**src/rtl/fb_pkg.sv**
```systemverilog
// Shared definitions for the ping-pong frame buffer: FSM encoding, bank sizing and
// the LCD geometry that fixes the frame length.
package fb_pkg;

    localparam int unsigned LCD_WIDTH  = 120;
    localparam int unsigned LCD_HEIGHT = 64;
    localparam int unsigned LCD_BPP    = 2;

    localparam int unsigned DEFAULT_BANK_AW     = 14;
    localparam int unsigned DEFAULT_FRAME_BYTES = LCD_WIDTH * LCD_HEIGHT * LCD_BPP;
    localparam int unsigned DEFAULT_CNT_W       = 8;

    typedef enum logic [1:0] {
        StIdle  = 2'd0,
        StRecv  = 2'd1,
        StCheck = 2'd2
    } fsm_state_t;

endpackage

```
**src/rtl/cs_sync_edge.sv**
```systemverilog
// Two-flop synchronizer for an asynchronous pin plus an edge-detect stage that emits
// one-cycle rise/fall pulses. Flops reset high so an idle active-low strobe reads inactive.
module cs_sync_edge (
    input  logic clk,
    input  logic rst_n,
    input  logic pin_async,
    output logic rise,
    output logic fall
);

    logic meta_q;
    logic sync_q;
    logic prev_q;

    always_ff @(posedge clk or negedge rst_n) begin
        if (!rst_n) begin
            meta_q <= 1'b1;
            sync_q <= 1'b1;
            prev_q <= 1'b1;
        end else begin
            meta_q <= pin_async;
            sync_q <= meta_q;
            prev_q <= sync_q;
        end
    end

    assign rise = sync_q & ~prev_q;
    assign fall = ~sync_q & prev_q;

endmodule

```
**src/rtl/frame_swap_ctrl.sv**
```systemverilog
// Ping-pong frame-buffer controller: SPI frames land in the back bank and the banks swap
// at an LCD vsync only after a frame of exactly FRAME_BYTES has been received.
module frame_swap_ctrl
    import fb_pkg::*;
#(
    parameter int unsigned BANK_AW     = DEFAULT_BANK_AW,
    parameter int unsigned FRAME_BYTES = DEFAULT_FRAME_BYTES,
    parameter int unsigned CNT_W       = DEFAULT_CNT_W
) (
    input  logic               sys_clk,
    input  logic               sys_rst_n,
    input  logic               cs_n_async,
    input  logic [7:0]         rx_data,
    input  logic               rx_valid,
    input  logic               vsync_start,
    input  logic [BANK_AW-1:0] lcd_addr,
    output logic               wr_en,
    output logic [BANK_AW:0]   wr_addr,
    output logic [7:0]         wr_data,
    output logic [BANK_AW:0]   rd_addr,
    output logic               disp_bank,
    output logic               frame_ready,
    output logic [CNT_W-1:0]   frame_count,
    output logic               err_short,
    output logic               err_overflow
);

    localparam logic [BANK_AW:0] FRAME_LEN = (BANK_AW + 1)'(FRAME_BYTES);

    logic             cs_rise;
    logic             cs_fall;
    logic             swap;
    fsm_state_t       state;
    logic [BANK_AW:0] byte_cnt;
    logic             ovf_flag;

    cs_sync_edge u_cs_sync (
        .clk       (sys_clk),
        .rst_n     (sys_rst_n),
        .pin_async (cs_n_async),
        .rise      (cs_rise),
        .fall      (cs_fall)
    );

    // frame_ready is registered, so a frame validated in CHECK cannot swap in that same cycle.
    assign swap    = vsync_start && frame_ready;
    assign rd_addr = {disp_bank, lcd_addr};

    always_ff @(posedge sys_clk or negedge sys_rst_n) begin
        if (!sys_rst_n) begin
            state        <= StIdle;
            byte_cnt     <= '0;
            ovf_flag     <= 1'b0;
            wr_en        <= 1'b0;
            wr_addr      <= '0;
            wr_data      <= '0;
            disp_bank    <= 1'b0;
            frame_ready  <= 1'b0;
            frame_count  <= '0;
            err_short    <= 1'b0;
            err_overflow <= 1'b0;
        end else begin
            wr_en <= 1'b0;

            if (swap) begin
                disp_bank   <= ~disp_bank;
                frame_ready <= 1'b0;
                frame_count <= frame_count + CNT_W'(1);
            end

            unique case (state)
                StIdle: begin
                    if (cs_fall) begin
                        // Latest frame wins: a pending, unswapped frame is discarded.
                        byte_cnt    <= '0;
                        ovf_flag    <= 1'b0;
                        frame_ready <= 1'b0;
                        state       <= StRecv;
                    end
                end
                StRecv: begin
                    if (cs_fall) begin
                        byte_cnt <= '0;
                        ovf_flag <= 1'b0;
                    end else begin
                        if (rx_valid) begin
                            if (byte_cnt < FRAME_LEN) begin
                                // Back bank sampled now; a swap cannot occur while receiving.
                                wr_en    <= 1'b1;
                                wr_addr  <= {~disp_bank, byte_cnt[BANK_AW-1:0]};
                                wr_data  <= rx_data;
                                byte_cnt <= byte_cnt + 1'b1;
                            end else begin
                                ovf_flag <= 1'b1;
                            end
                        end
                        if (cs_rise) begin
                            state <= StCheck;
                        end
                    end
                end
                StCheck: begin
                    state <= StIdle;
                    if (ovf_flag) begin
                        err_overflow <= 1'b1;
                    end else if (byte_cnt != FRAME_LEN) begin
                        err_short <= 1'b1;
                    end else begin
                        frame_ready <= 1'b1;
                    end
                end
                default: state <= StIdle;
            endcase
        end
    end

endmodule

```
**config.mk**
```make
export PLATFORM = sky130hd
export DESIGN_NAME = frame_swap_ctrl
export DESIGN_NICKNAME = d
export VERILOG_FILES = /design/src/rtl/fb_pkg.sv /design/src/rtl/cs_sync_edge.sv /design/src/rtl/frame_swap_ctrl.sv
export SDC_FILE = /design/constraint.sdc
export NUM_CORES = 1
export LEC_CHECK = 0
export BUFFER_PORTS_ARGS = -buffer_cell sky130_fd_sc_hd__buf_2
export CAP_MARGIN = 25
export CORE_MARGIN = 10
export CORE_UTILIZATION = 40
export DETAILED_ROUTE_END_ITERATION = 10
export GPL_ROUTABILITY_DRIVEN = 0
export GPL_TIMING_DRIVEN = 0
export PLACE_DENSITY = 0.67
export SETUP_SLACK_MARGIN = 0.15
export SYNTH_ARGS = -nofsm -noshare
export SYNTH_HDL_FRONTEND = slang
export SYNTH_SLANG_ARGS = --single-unit
```
**constraint.sdc**
```tcl
create_clock -name sys_clk -period 1.6 [get_ports sys_clk]
set_input_delay 0.48 -clock sys_clk [delete_from_list [all_inputs] [get_ports sys_clk]]
set_output_delay 0.48 -clock sys_clk [all_outputs]
set_load 0.005 [all_outputs]
```
Word-level counts from Yosys, hierarchy flattened
Index checks and enable logic that the tools add are counted.
{ "word_totals": {"ff_bits": 57, "out_inout_bits": 51} }
{ "op_classes": {"n_addsub": 2, "n_lt_le_gt_ge": 1, "eq_ne": 9, "n_mux": 23, "bitwise": 7, "reduce_logical": 9} }
{ "op_table": {"columns": ["operator", "count"], "rows": [
  ["$mux W15", 4],
  ["$pmux W15 S2", 1],
  ["$add A15 B1 Y15 const B", 1],
  ["$lt A15 B14 Y1 const B", 1],
  ["$ne A15 B14 Y1 const B", 1],
  ["$mux W1", 12],
  ["$reduce_and A4 Y1", 3],
  ["$ne A3 B3 Y1 const B", 3],
  ["$add A8 B1 Y8 const B", 1],
  ["$mux W2", 3],
  ["$ne A2 B2 Y1 const B", 3],
  ["$reduce_and A3 Y1", 2],
  ["$not A1 Y1", 5],
  ["$pmux W1 S2", 2],
  ["$pmux W2 S2", 1],
  ["$and A1 B1 Y1", 2],
  ["$eq A2 B1 Y1 const B", 1],
  ["$eq A2 B2 Y1 const B", 1],
  ["$logic_not A2 Y1", 1],
  ["$reduce_and A2 Y1", 1],
  ["$reduce_bool A2 Y1", 1],
  ["$logic_and A1 B1 Y1", 1]
]} }

Logic depth before layout (Yosys ltp)
{ "depth": {"ltp_word": 5, "mapped_depth": 6, "ltp_nobuf": 6} }

Hierarchy
A second synthesis with hierarchy kept.
{ "unflattened": {"cells_unflattened": 214, "hier_area_um2": 2558.7} }
{ "modules_own_cells": {"columns": ["module", "n_inst", "cells_per_inst", "area_per_inst_um2", "seq_area_each_um2"], "rows": [
  ["frame_swap_ctrl", 1, 209, 2464.9, 1351.3],
  ["cs_sync_edge", 1, 5, 93.8, 78.8]
]} }

Worst setup path after synthesis
Ideal clock, no wire load.
{ "synth_timing": {"kind": "register to register", "from": "reg byte_cnt[0]", "to": "reg frame_ready", "arrival_time_ns": 1.529, "t_required_ns": 1.513, "slack_ns": -0.017, "stages_incl_launch_ff": 7, "cell_sequence": "dfrtp_1 > inv_1 > ha_1 > nor4b_1 > nand4_1 > or4b_1 > a22oi_1"} }
{ "synth_between": {"elab_chain_len": 4} }
{ "synth_lines": {"columns": ["item", "line", "text"], "rows": [
  ["start: declaration", "frame_swap_ctrl.sv:34", "logic [BANK_AW:0] byte_cnt;"],
  ["start signal: assignment", "frame_swap_ctrl.sv:92", "byte_cnt <= byte_cnt + 1'b1;"],
  ["$ne A15 B14 Y1", "frame_swap_ctrl.sv:106", "end else if (byte_cnt != FRAME_LEN) begin"],
  ["$mux W1", "frame_swap_ctrl.sv:106", null],
  ["$mux W1", "frame_swap_ctrl.sv:104", "if (ovf_flag) begin"],
  ["$pmux W1 S2", "frame_swap_ctrl.sv:71", "unique case (state)"],
  ["end signal: assignment", "frame_swap_ctrl.sv:67", "frame_ready <= 1'b0;"],
  ["end signal: assignment", "frame_swap_ctrl.sv:77", "frame_ready <= 1'b0;"],
  ["end signal: assignment", "frame_swap_ctrl.sv:109", "frame_ready <= 1'b1;"],
  ["end: declaration", "frame_swap_ctrl.sv:22", "output logic frame_ready,"]
]} }
No other way between the ends.
A chain may end at the register's enable or synchronous reset.

Final worst setup path
Same ends and word-level chain as after synthesis.

==> qor.yml <==
outcome: "finished with violations"
violations: "negative setup slack"
post-route-period-util_pct: 106
slew_violations: 0
start_kind: "register"
arrival_ps: 1950
utilization_pct: 56.4
synthXorXnorAreaFrac_pct: 2.74
power_density_mw_per_mm2: 1070
portBuffers: 63
crit_type: "reg -> reg"
ff2ff_path_depth: 6
crit_path_top_delay_cell: "or4b_4"
async_flop_share_pct: 100
cts_tree: "done"
max_stage_delay_ps: 530
insertion_delay_ps: 330
finalSetupViolCount: 4
grt_max_degree: 31
timing.hold.ws_ps: 196
synth.area.mux_share_pct: 0.832
yosysWarnings: 0
timing.fmax_mhz: 590
rsz0062_at_grt: "yes"
synth_common_cells: "73 x nand2_1, 54 x dfrtp_1, 17 x buf_4"
nets: 378
initialDrtViolationCount: 74
area_growth_pct: 38.6
cp_max_fo: 2
placed_cells: 402
hpwl_microns: 4500
max_slew_margin_pct: 53.1
synth-compound-area-share_pct: 8.42
drv_cap: 0
cp.required_ps: 1860
grt_usage_pct: 12.7
chipWidth_microns: 99.9
syn_avg_cell_area_sq_um: 9.79
synth.distinct_cells: 42
post-route-min-period_ps: 1690
wl_per_cell_microns: 15.2
synthSimpleGateAreaFrac_pct: 23.0
final_hold_viol_count: 0
core_area_sq_mm: 0.00628
worstMarginPinSlew_ps: 704
drive_gt1_share_pct: 48.3
grt_pass1_wl_microns: 10400
synth_top_area_cell: "dfrtp_1"
syn_inst: 261
fin_worst_skew_ps: 7.40
final_antenna_net_count: 0
clk_pin_slew_worst_paths_ps: 60
seq_area_frac_synth_pct: 55.9
netlist_area_sq_mm: 0.00256
drt-total-wl_microns: 6520
htreeDepth: 3
cts_buffers: 9
synth.top_cell.area_share_pct: 52.9
hp-class: "in -> async"
p_total_w: 0.00381
path_cells: "inv_2, ha_4, nor4b_4, nand4_1, or4b_4, a22oi_2"
antenna_found_initial: 0
n_antenna_cell: 0
drc: 0
num_rows: 29
synthAdderAreaFrac_pct: 1.47
initial_utilization_pct: 40.7
fp.dieH_microns: 99.9
first_pass_iters: 6
viasPerCell: 5.03
synth_top_family_by_area: "simple AND/OR/NAND/NOR gates"
fin_ws_ps: -93.8
grt_overflow: 0
first_global_vias: 2219
ir_drop_v: 0.000502
power_leakage_nw: 1.78
final.fill_count: 550
fin_cells: 429
end_kind: "register"
ys_ff_latch: 57
synth_edf_count: 0
syn_nets: 291
clock_sinks: 57
dieArea_sq_mm: 0.00999
cts-root-buf: "clkbuf_8"
synth_area_leaders: "dfrtp_1 53%, nand2_1 11%, buf_4 5.0%"
cts_buffer_depth: 2
synthFlopType: "dfrtp_1"
synth_most_common_cell: "nand2_1"
num_io_pins: 78
vias: 2156
power breakdown:
group / switching [W] / internal (W) / total, W
registers: 0.0000891 / 0.00157 / 0.00166
logic: 0.000334 / 0.000351 / 0.000684
clock network: 0.000550 / 0.000910 / 0.00146
final cells by class:
cell class	count	area [sq um]	share of cell area, %
buffer	23	211	5.97
inverter	8	32.5	0.918
clock buffer	12	145	4.10
timing repair buffer	76	435	12.3
tap	77	96.3	2.72
sequential	57	1440	40.6
clock inverter	3	65.1	1.84
multi-input combinational	173	1120	31.5
state kept, by name, indices dropped and copies added (netlist names):
name / cells
err_short: 1
err_overflow: 1
frame_ready: 1
disp_bank: 1
frame_count: 8
wr_data: 8
byte_cnt: 15
state: 2
ovf_flag: 1
u_cs_sync.sync_q: 1
u_cs_sync.prev_q: 1
wr_addr: 15
u_cs_sync.meta_q: 1
wr_en: 1
cells in the final DEF, fill, tap and decap left out, drive strengths merged, types with 2 or more instances in the layout:
master,count
buf,99
nand2,73
dfrtp,54
o21ai,14
clkbuf,12
nand3,11
a21oi,11
inv,8
nand4,7
nor2,7
or3,7
xnor2,6
nand2b,3
dfstp,3
ha,3
xor2,2
or2,2
and2,2
a31oi,2
bufinv,2
nor4,2
and4,2
nor4b,2
a21o,2
kinds of logic (layout without fill, tap and decap cells):
group           Yosys count  count (layout)
simple gates            124             124
fa+ha+maj                 3               3
xor+xnor                  8               8
mux                       2               2
flops                    57              57
compound gates           36              36
buf+inv                  31             122
worst max-delay path: cells and delay by family, from the launching register on:
family / cells / cell delay [ps]
adders and majority gates: 1 / 130
DFF: 1 / 410
and+or+nand+nor: 3 / 870
AOI/OAI and AO/OA: 1 / 120
buffers and inverters: 1 / 80
final timing paths:
check	from	to	slack, ps
max in group asynchronous	sys_rst_n	u_cs_sync.meta_q	750
min	sys_rst_n	byte_cnt[13]	200
max reg2reg	byte_cnt[0]	frame_ready	-90
min in group sys_clk	cs_n_async	u_cs_sync.meta_q	240
min reg2reg	u_cs_sync.meta_q	u_cs_sync.sync_q	360
max	byte_cnt[0]	frame_ready	-90
per-layer routing:
layer	vias to the layer above	global-route usage, %	part of all wire, %
met1	1038	13.6	39
li1	1044	-	-
met3	6	5.98	8.6
met4	0	5.18	0.94
met5	-	0	0
met2	68	21.2	51
through the flow:
stage	TNS [ps]	setup slack (ps)	instance area, sq um
2_1_floorplan	0	43.3	2560
3_5_place_dp	-1860	-237	2990
3_3_place_gp	-3700	-200	2970
6_report	-131	-93.8	3540
4_1_cts	-107	-107	3360
5_1_grt	-492	-203	3540
timing repair:
action	in CTS	in global routing
endpoints found under the setup margin	39	37
pin swaps	14	5
gates cloned	0	0
hold buffers	0	0
gates resized for setup	37	42
setup buffers	5	7
Note: power is estimated with default switching activity, not from simulation.
